[config.mk]
export PLATFORM = sky130hd
export DESIGN_NAME = mtm_alu_deserializer_flat
export DESIGN_NICKNAME = d
export VERILOG_FILES = /design/src/rtl/mtm_alu_deserializer_if.sv /design/src/rtl/mtm_alu_deserializer.sv /design/src/flat_wrapper.sv
export SDC_FILE = /design/constraint.sdc
export NUM_CORES = 1
export LEC_CHECK = 0
export ABC_CLOCK_PERIOD_IN_PS = 2250
export BUFFER_PORTS_ARGS = -buffer_cell sky130_fd_sc_hd__buf_2
export CORE_MARGIN = 2
export CORE_UTILIZATION = 30
export CTS_BUF_LIST = sky130_fd_sc_hd__clkbuf_16
export DETAILED_ROUTE_END_ITERATION = 10
export GPL_TIMING_DRIVEN = 0
export SYNTH_ARGS = -nofsm -noshare
export SYNTH_HDL_FRONTEND = slang
export SYNTH_SLANG_ARGS = --single-unit
[constraint.sdc]
create_clock -name clk -period 2.25 [get_ports clk]
set_input_delay 0.225 -clock clk [delete_from_list [all_inputs] [get_ports clk]]
set_output_delay 0.225 -clock clk [all_outputs]
set_load 0.01 [all_outputs]
[src/rtl/mtm_alu_deserializer_if.sv]
// Serial input and decoded-packet outputs of the mtm_alu deserializer.
// slave: the deserializer itself. master: whatever drives sin and consumes packets.
interface mtm_alu_deserializer_if;
  logic        sin;
  logic [31:0] A;
  logic [31:0] B;
  logic [7:0]  ctl;
  logic        pkt_valid;
  logic        err_valid;
  logic [1:0]  err_code;

  modport master (
    output sin,
    input  A, B, ctl, pkt_valid, err_valid, err_code
  );

  modport slave (
    input  sin,
    output A, B, ctl, pkt_valid, err_valid, err_code
  );
endinterface

[src/rtl/mtm_alu_deserializer.sv]
// mtm_alu input stage: decodes 11-bit serial frames (start, type, d7..d0, stop),
// collects NUM_DATA data bytes plus one command byte into a packet and reports
// malformed traffic as a one-cycle error pulse with a held error code.
module mtm_alu_deserializer #(
  parameter int unsigned NUM_DATA = 8,
  parameter int unsigned TIMEOUT  = 32
) (
  input logic                  clk,
  input logic                  reset_n,
  mtm_alu_deserializer_if.slave bus
);

  localparam int unsigned CntW = $clog2(NUM_DATA + 2);
  localparam int unsigned TmrW = $clog2(TIMEOUT + 1);
  localparam logic [CntW-1:0] CntFull = CntW'(NUM_DATA);
  // Saturating marker for "more data bytes than a packet holds".
  localparam logic [CntW-1:0] CntOver = CntW'(NUM_DATA + 1);
  localparam logic [TmrW-1:0] TmrLast = TmrW'(TIMEOUT - 1);

  localparam logic [1:0] ErrCount   = 2'b01;
  localparam logic [1:0] ErrFrame   = 2'b10;
  localparam logic [1:0] ErrTimeout = 2'b11;

  typedef enum logic [1:0] {StIdle, StPayload, StStop, StWaitIdle} state_e;

  state_e          state_q;
  logic [3:0]      bit_cnt_q;
  logic [CntW-1:0] byte_cnt_q;
  logic [TmrW-1:0] timer_q;
  logic [8:0]      frame_q;   // {type, d7..d0}
  logic [63:0]     sr_q;      // data bytes, oldest in the top byte
  logic [31:0]     a_q;
  logic [31:0]     b_q;
  logic [7:0]      ctl_q;
  logic            pkt_valid_q;
  logic            err_valid_q;
  logic [1:0]      err_code_q;

  // Frame decoder, packet assembler and inter-frame timeout, all outputs registered.
  always_ff @(posedge clk or negedge reset_n) begin
    if (!reset_n) begin
      state_q     <= StIdle;
      bit_cnt_q   <= '0;
      byte_cnt_q  <= '0;
      timer_q     <= '0;
      frame_q     <= '0;
      sr_q        <= '0;
      a_q         <= '0;
      b_q         <= '0;
      ctl_q       <= '0;
      pkt_valid_q <= 1'b0;
      err_valid_q <= 1'b0;
      err_code_q  <= '0;
    end else begin
      pkt_valid_q <= 1'b0;
      err_valid_q <= 1'b0;
      unique case (state_q)
        StIdle: begin
          if (!bus.sin) begin
            state_q   <= StPayload;
            bit_cnt_q <= '0;
            timer_q   <= '0;
          end else if (byte_cnt_q != '0) begin
            // Partial packet waiting: give up after TIMEOUT idle clocks.
            if (timer_q == TmrLast) begin
              err_valid_q <= 1'b1;
              err_code_q  <= ErrTimeout;
              byte_cnt_q  <= '0;
              timer_q     <= '0;
            end else begin
              timer_q <= timer_q + 1'b1;
            end
          end else begin
            timer_q <= '0;
          end
        end
        StPayload: begin
          frame_q   <= {frame_q[7:0], bus.sin};
          bit_cnt_q <= bit_cnt_q + 4'd1;
          if (bit_cnt_q == 4'd8) begin
            state_q <= StStop;
          end
        end
        StStop: begin
          if (bus.sin) begin
            state_q <= StIdle;
            if (frame_q[8]) begin
              // Command byte terminates the packet whatever the data count.
              if (byte_cnt_q == CntFull) begin
                {b_q, a_q}  <= sr_q;
                ctl_q       <= frame_q[7:0];
                pkt_valid_q <= 1'b1;
              end else begin
                err_valid_q <= 1'b1;
                err_code_q  <= ErrCount;
              end
              byte_cnt_q <= '0;
            end else if (byte_cnt_q < CntFull) begin
              sr_q       <= {sr_q[55:0], frame_q[7:0]};
              byte_cnt_q <= byte_cnt_q + 1'b1;
            end else begin
              byte_cnt_q <= CntOver;
            end
          end else begin
            state_q     <= StWaitIdle;
            err_valid_q <= 1'b1;
            err_code_q  <= ErrFrame;
            byte_cnt_q  <= '0;
          end
        end
        StWaitIdle: begin
          // A zero here is not a start bit; resync only once the line returns high.
          if (bus.sin) begin
            state_q <= StIdle;
          end
        end
        default: state_q <= StIdle;
      endcase
    end
  end

  assign bus.A         = a_q;
  assign bus.B         = b_q;
  assign bus.ctl       = ctl_q;
  assign bus.pkt_valid = pkt_valid_q;
  assign bus.err_valid = err_valid_q;
  assign bus.err_code  = err_code_q;

endmodule

[src/flat_wrapper.sv]
// flat-port wrapper written by rule: the top's interface ports become plain ports
module mtm_alu_deserializer_flat 
#(
  parameter int unsigned NUM_DATA = 8,
  parameter int unsigned TIMEOUT  = 32
)
  (clk, reset_n, bus_sin, bus_A, bus_B, bus_ctl, bus_pkt_valid, bus_err_valid, bus_err_code);
  mtm_alu_deserializer_if bus_i ();
  input logic clk;
  input logic reset_n;
  input wire logic [$bits(bus_i.sin)-1:0] bus_sin;
  output wire logic [$bits(bus_i.A)-1:0] bus_A;
  output wire logic [$bits(bus_i.B)-1:0] bus_B;
  output wire logic [$bits(bus_i.ctl)-1:0] bus_ctl;
  output wire logic [$bits(bus_i.pkt_valid)-1:0] bus_pkt_valid;
  output wire logic [$bits(bus_i.err_valid)-1:0] bus_err_valid;
  output wire logic [$bits(bus_i.err_code)-1:0] bus_err_code;
  assign bus_i.sin = bus_sin;
  assign bus_A = bus_i.A;
  assign bus_B = bus_i.B;
  assign bus_ctl = bus_i.ctl;
  assign bus_pkt_valid = bus_i.pkt_valid;
  assign bus_err_valid = bus_i.err_valid;
  assign bus_err_code = bus_i.err_code;
  mtm_alu_deserializer #(.NUM_DATA(NUM_DATA), .TIMEOUT(TIMEOUT)) u_core (.clk(clk), .reset_n(reset_n), .bus(bus_i));
endmodule
======== Yosys cells after proc, flatten, opt, wreduce, memory -nomap -nowiden ========
Cells that the tools add are included.
word-level totals
  word-level logic and storage cells ...... 76
  input port bits ......................... 3
  output and inout bits ................... 76
  register bits ........................... 165
operators by class
  order comparisons ....................... 1
  $add $sub $neg .......................... 3
  reductions and logical operators ........ 10
  eq/ne operators ......................... 14
  muxes and demuxes ....................... 35
  bitwise gates (word level) .............. 1
operators with widths
  kind                   number
  $mux W4                7
  $mux W2                10
  $mux W6                3
  $pmux W4 S2            2
  $reduce_and A4 Y1      3
  $mux W1                10
  $add A4 B1 Y4 const B  2
  $eq A4 B4 Y1 const B   2
  $pmux W2 S4            1
  $add A6 B1 Y6 const B  1
  $eq A6 B5 Y1 const B   1
  $ne A2 B1 Y1 const B   3
  $ne A2 B2 Y1 const B   3
  $reduce_and A6 Y1      1
  $eq A2 B2 Y1 const B   2
  $lt A4 B4 Y1 const B   1
  $pmux W2 S2            1
  $reduce_bool A2 Y1     2
  $reduce_bool A4 Y1     1
  $ne A3 B2 Y1 const B   1
  $ne A3 B3 Y1 const B   1
  $reduce_and A3 Y1      1
  $eq A2 B1 Y1 const B   1
  $logic_not A2 Y1       1
  other kinds (3)        3

======== Longest topological paths before layout ========
  word-level depth ........................ 5
  depth in mapped cells ................... 7
  mapped depth without buffers ............ 6

======== Worst setup path before layout ========
Ideal clock, no wire load.
  kind .................................... register -> register
  start ................................... reg u_core.byte_cnt_q[0]
  end ..................................... reg u_core.ctl_q[7] (netlist: u_core.bus.ctl[7])
  data required time ...................... 2.123 ns
  period minus slack after synthesis ...... 1.660 ns
  arrival time ............................ 1.532 ns
  buffers on the path ..................... 2
  stages on the path, launching flop included .. 8
  setup slack ............................. 0.590 ns
  library setup time ...................... 0.127 ns
  cell sequence ........................... dfrtp_1 > inv_1 > ha_1 > nand3b_1 > nor3_2 > buf_6 > buf_12 > mux2_1
on the way
  word-level cells in the longest chain between the ends .. 2
ends and longest elaborated chain
  item                                line                         text
  start: declaration                  mtm_alu_deserializer.sv:28   logic [CntW-1:0] byte_cnt_q;
  start signal: assignment            mtm_alu_deserializer.sv:100  byte_cnt_q <= byte_cnt_q + 1'b1;
  start signal: assignment            mtm_alu_deserializer.sv:102  byte_cnt_q <= CntOver;
  $eq A4 B4 Y1                        mtm_alu_deserializer.sv:89   if (byte_cnt_q == CntFull) begin
  $reduce_and A4 Y1 (no source line)  -
  end signal: assignment              mtm_alu_deserializer.sv:91   ctl_q <= frame_q[7:0];
  end: declaration                    mtm_alu_deserializer.sv:34   logic [7:0] ctl_q;
No other way between the ends.
A chain may end at the register's enable or synchronous reset.

======== Final worst setup path ========
  start ................................... reg u_core.byte_cnt_q[0]
  end ..................................... reg u_core.b_q[5] (netlist: u_core.bus.B[5])
on the way
  word-level cells in the longest chain between the ends .. 2
ends and longest elaborated chain
  item                                line                        text
  $eq A4 B4 Y1                        mtm_alu_deserializer.sv:89
  $reduce_and A4 Y1 (no source line)  -
  end signal: assignment              mtm_alu_deserializer.sv:90  {b_q, a_q} <= sr_q;
  end: declaration                    mtm_alu_deserializer.sv:33  logic [31:0] b_q;
No other way between the ends.

==> run metrics <==
via/cell ratio 4.58; Synth Instances 440; Critical Setup Path Class flip-flop to flip-flop; first-pass GRT wire length 22.1 mm; final setup violation count 0; Comb power frac 0.110; TritonCTS Sinks 165; final hold vios 0; Critical Path End Type flip-flop; CP Data Required Time 2.54 ns; number of global-route vias before repair 4082; Slew @ Worst Pin 0.715 ns; Yosys warning count 0; row count 54; Die X 152 microns; reg2reg setup slack 0.35 ns; First-pass DRT Iterations 4; IO Pins 79; Post-synth EDFFs 0; crit path launch u_core.byte_cnt_q[0]$_DFFE_PN0P_; final RePlAce weighted congestion 0.744; Fin Clk Skew 0.00712 ns; Sequential Area 4130 sq um; Final Slew Violations 0; gr usage total 0.121; Initial Util 0.303; Seq/Total Area, Yosys 0.630; Synth Cell Area 6560 sq um; multi-input logic area 2170 sq um; Slowest cell on crit path dfrtp_1; CTS max path bufs 2; Final HPWL DP 9.18 mm; WL/cell 15.8 microns; Post-Route Utilization 0.365; Worst setup SP type flip-flop; commonest register cell after synthesis dfrtp_1; worst hold path type primary input to flip-flop; nets 546; Peak VDD IR 0.512 mV; TritonCTS Buffers 17; Setup WS post-layout 0.354 ns; fillers 2106; CP Max Fanout 10; Max-cap violations 0; DRT iter0 DRCs 202; Max transition margin 0.523; CTS Root Cell clkbuf_16; Setup Buffers After CTS 0; CP Cell Sequence inv_1 > ha_1 > nand3b_1 > nor3_2 > buf_6 > buf_12 > mux2_1; overall power 6.99 mW; Syn Area/Cell 14.9 sq um; diodes inserted 0; largest net degree at the start of global routing 96; NetSw 1.77 mW; setup slack at placement 0.367 ns; Internal 5.21 mW; H-Tree Depth 4; layout cells sized above 1 0.353; FMAX 527 MHz; ys async rst share 1.00; cell area after layout 7880 sq um; min Tclk post-route 1.90 ns; clock-pin slew on the worst setup and hold paths 0.06 ns; worst hold start bus_sin; status complete, no violations; DP Area 7330 sq um; clk_lat worst skew 0.42 ns; worst r2r src u_core.byte_cnt_q[0]$_DFFE_PN0P_; Final ANT Viol Nets 0; Net Sw Frac 0.254; DRT Wirelength 13.1 mm; Net Count, Synth 448; Resized Gates After CTS 0; Die ar. 23000 sq um; pwr/cell area 886 nW/um^2; slowest stage delay, CP 0.43 ns; Die Ht 152 microns; Core Footprint 21600 sq um; Flop pwr share 0.494; WP data arrival 2.19 ns; clock share of power 0.396; grt total ovfl 0; unrepaired setup endpoints after global routing false; FF+latch count, synth 165; Pleak 4.18 nW; drt drc 0; post-synthesis cell type count 36; TritonCTS clock tree yes; initial antenna violation count 0; Tcrit/Tclk final 0.843; area grow syn2layout 20.3%; I/O Buffers 77; vias 3780; Hold Buf Count CTS 1
-- cell type report --
type / count / share of cell area
Buffer: 21 / 0.0281
Clock buffer: 17 / 0.0540
Clock inverter: 10 / 0.0152
Inverter: 10 / 0.00476
Multi-Input combinational cell: 244 / 0.275
Sequential cell: 165 / 0.524
Tap cell: 280 / 0.0444
Timing Repair Buffer: 79 / 0.0549
-- metal layers --
metal | share of wire | vias up | global-route usage
li1 | - | 1735 | -
met1 | 0.46 | 1943 | 0.158
met2 | 0.48 | 89 | 0.193
met3 | 0.047 | 13 | 0.0357
met4 | 0.012 | 0 | 0.0378
met5 | 0 | - | 0
-- cell families after synthesis --
logic type	synth area share
AOI/OAI and AO/OA	0.0313
adders and majority gates	0.00954
DFF	0.630
buffers and inverters	0.0395
muxes	0.234
and+or+nand+nor	0.0561
-- cell usage in the layout (no fill, tap or decap), types with 2 or more instances in the layout --
cell type  instances
a22o_1             5
clkbuf_1           2
buf_12             7
ha_1               5
or4_1              2
clkinv_1           4
a31oi_1            3
clkbuf_16         17
inv_1             12
dfrtp_1          165
nor2b_1            3
nand3_1            6
buf_4              3
mux2_2            67
nand2_1           36
a21oi_1            5
mux2_1            69
or2_2              2
nor3_1             4
buf_2             84
bufinv_16          3
nor2_1             3
o211ai_1           2
o21ai_0           12
nand2b_1           7
-- power by group through the flow --
| stage | Sequential, mW | Combinational (mW) | Clock, mW |
|---|---|---|---|
| global placement | 3.49 | 0.721 | 0 |
| finish | 3.45 | 0.769 | 2.76 |
| global route | 3.49 | 0.886 | 2.98 |
| CTS | 3.45 | 0.781 | 2.84 |
| detailed placement | 3.50 | 0.775 | 0 |
| floorplan | 3.42 | 0.552 | 0 |
-- synthesized netlist by cell type (2+ instances only) --
master,n,area [sq um]
buf_2,8,40.0
a21oi_1,5,25.0
nor2b_1,3,18.8
a31oi_1,3,18.8
dfrtp_1,165,4130
nor3_1,4,20.0
mux2_1,69,777
ha_1,5,62.6
clkbuf_1,2,7.51
inv_1,10,37.5
nand2_1,36,135
or2_2,2,12.5
nand3_1,6,30.0
mux2_2,67,754
o21ai_0,12,60.1
o211ai_1,2,15.0
buf_12,7,140
nor2_1,3,11.3
buf_4,3,22.5
or4_1,2,15.0
nand2b_1,7,43.8
a22o_1,5,43.8
-- path summary, 6_finish.rpt --
kind,end,cells past startpoint
worst max-delay path,u_core.bus.B[5]$_DFFE_PN0P_,7
worst min-delay path,u_core.state_q[0]$_DFFE_PN0P_,2
worst max register to register,u_core.bus.B[5]$_DFFE_PN0P_,7
worst min register to register,u_core.bus.B[8]$_DFFE_PN0P_,1
max in group asynchronous,u_core.sr_q[0]$_DFFE_PN0P_,3
min in group asynchronous,u_core.bus.B[28]$_DFFE_PN0P_,2
-- registers in the layout, summed over array words and instances (netlist names), 4 cells and up --
| name | flops |
|---|---|
| u_core.sr_q | 64 |
| u_core.bus.A | 32 |
| u_core.bus.B | 32 |
| u_core.frame_q | 9 |
| u_core.bus.ctl | 8 |
| u_core.timer_q | 6 |
| u_core.bit_cnt_q | 4 |
| u_core.byte_cnt_q | 4 |
-- through the flow --
stage               TNS [ns]  hold WS [ns]  instances
finish                     0        0.0852        826
global route               0        0.0969        826
CTS                        0        0.0643        826
detailed placement         0         0.291        798
global placement     -242.98         0.461        797
floorplan                  0       -0.0706        440
-- worst max-delay path, delay by kind of cell, from the launching register on --
| family | cells | cell delay (ns) |
|---|---|---|
| buffers and inverters | 3 | 0.49 |
| DFF | 1 | 0.43 |
| and+or+nand+nor | 2 | 0.33 |
| muxes | 1 | 0.33 |
| adders and majority gates | 1 | 0.17 |
Power figures use the tool's default switching activity.
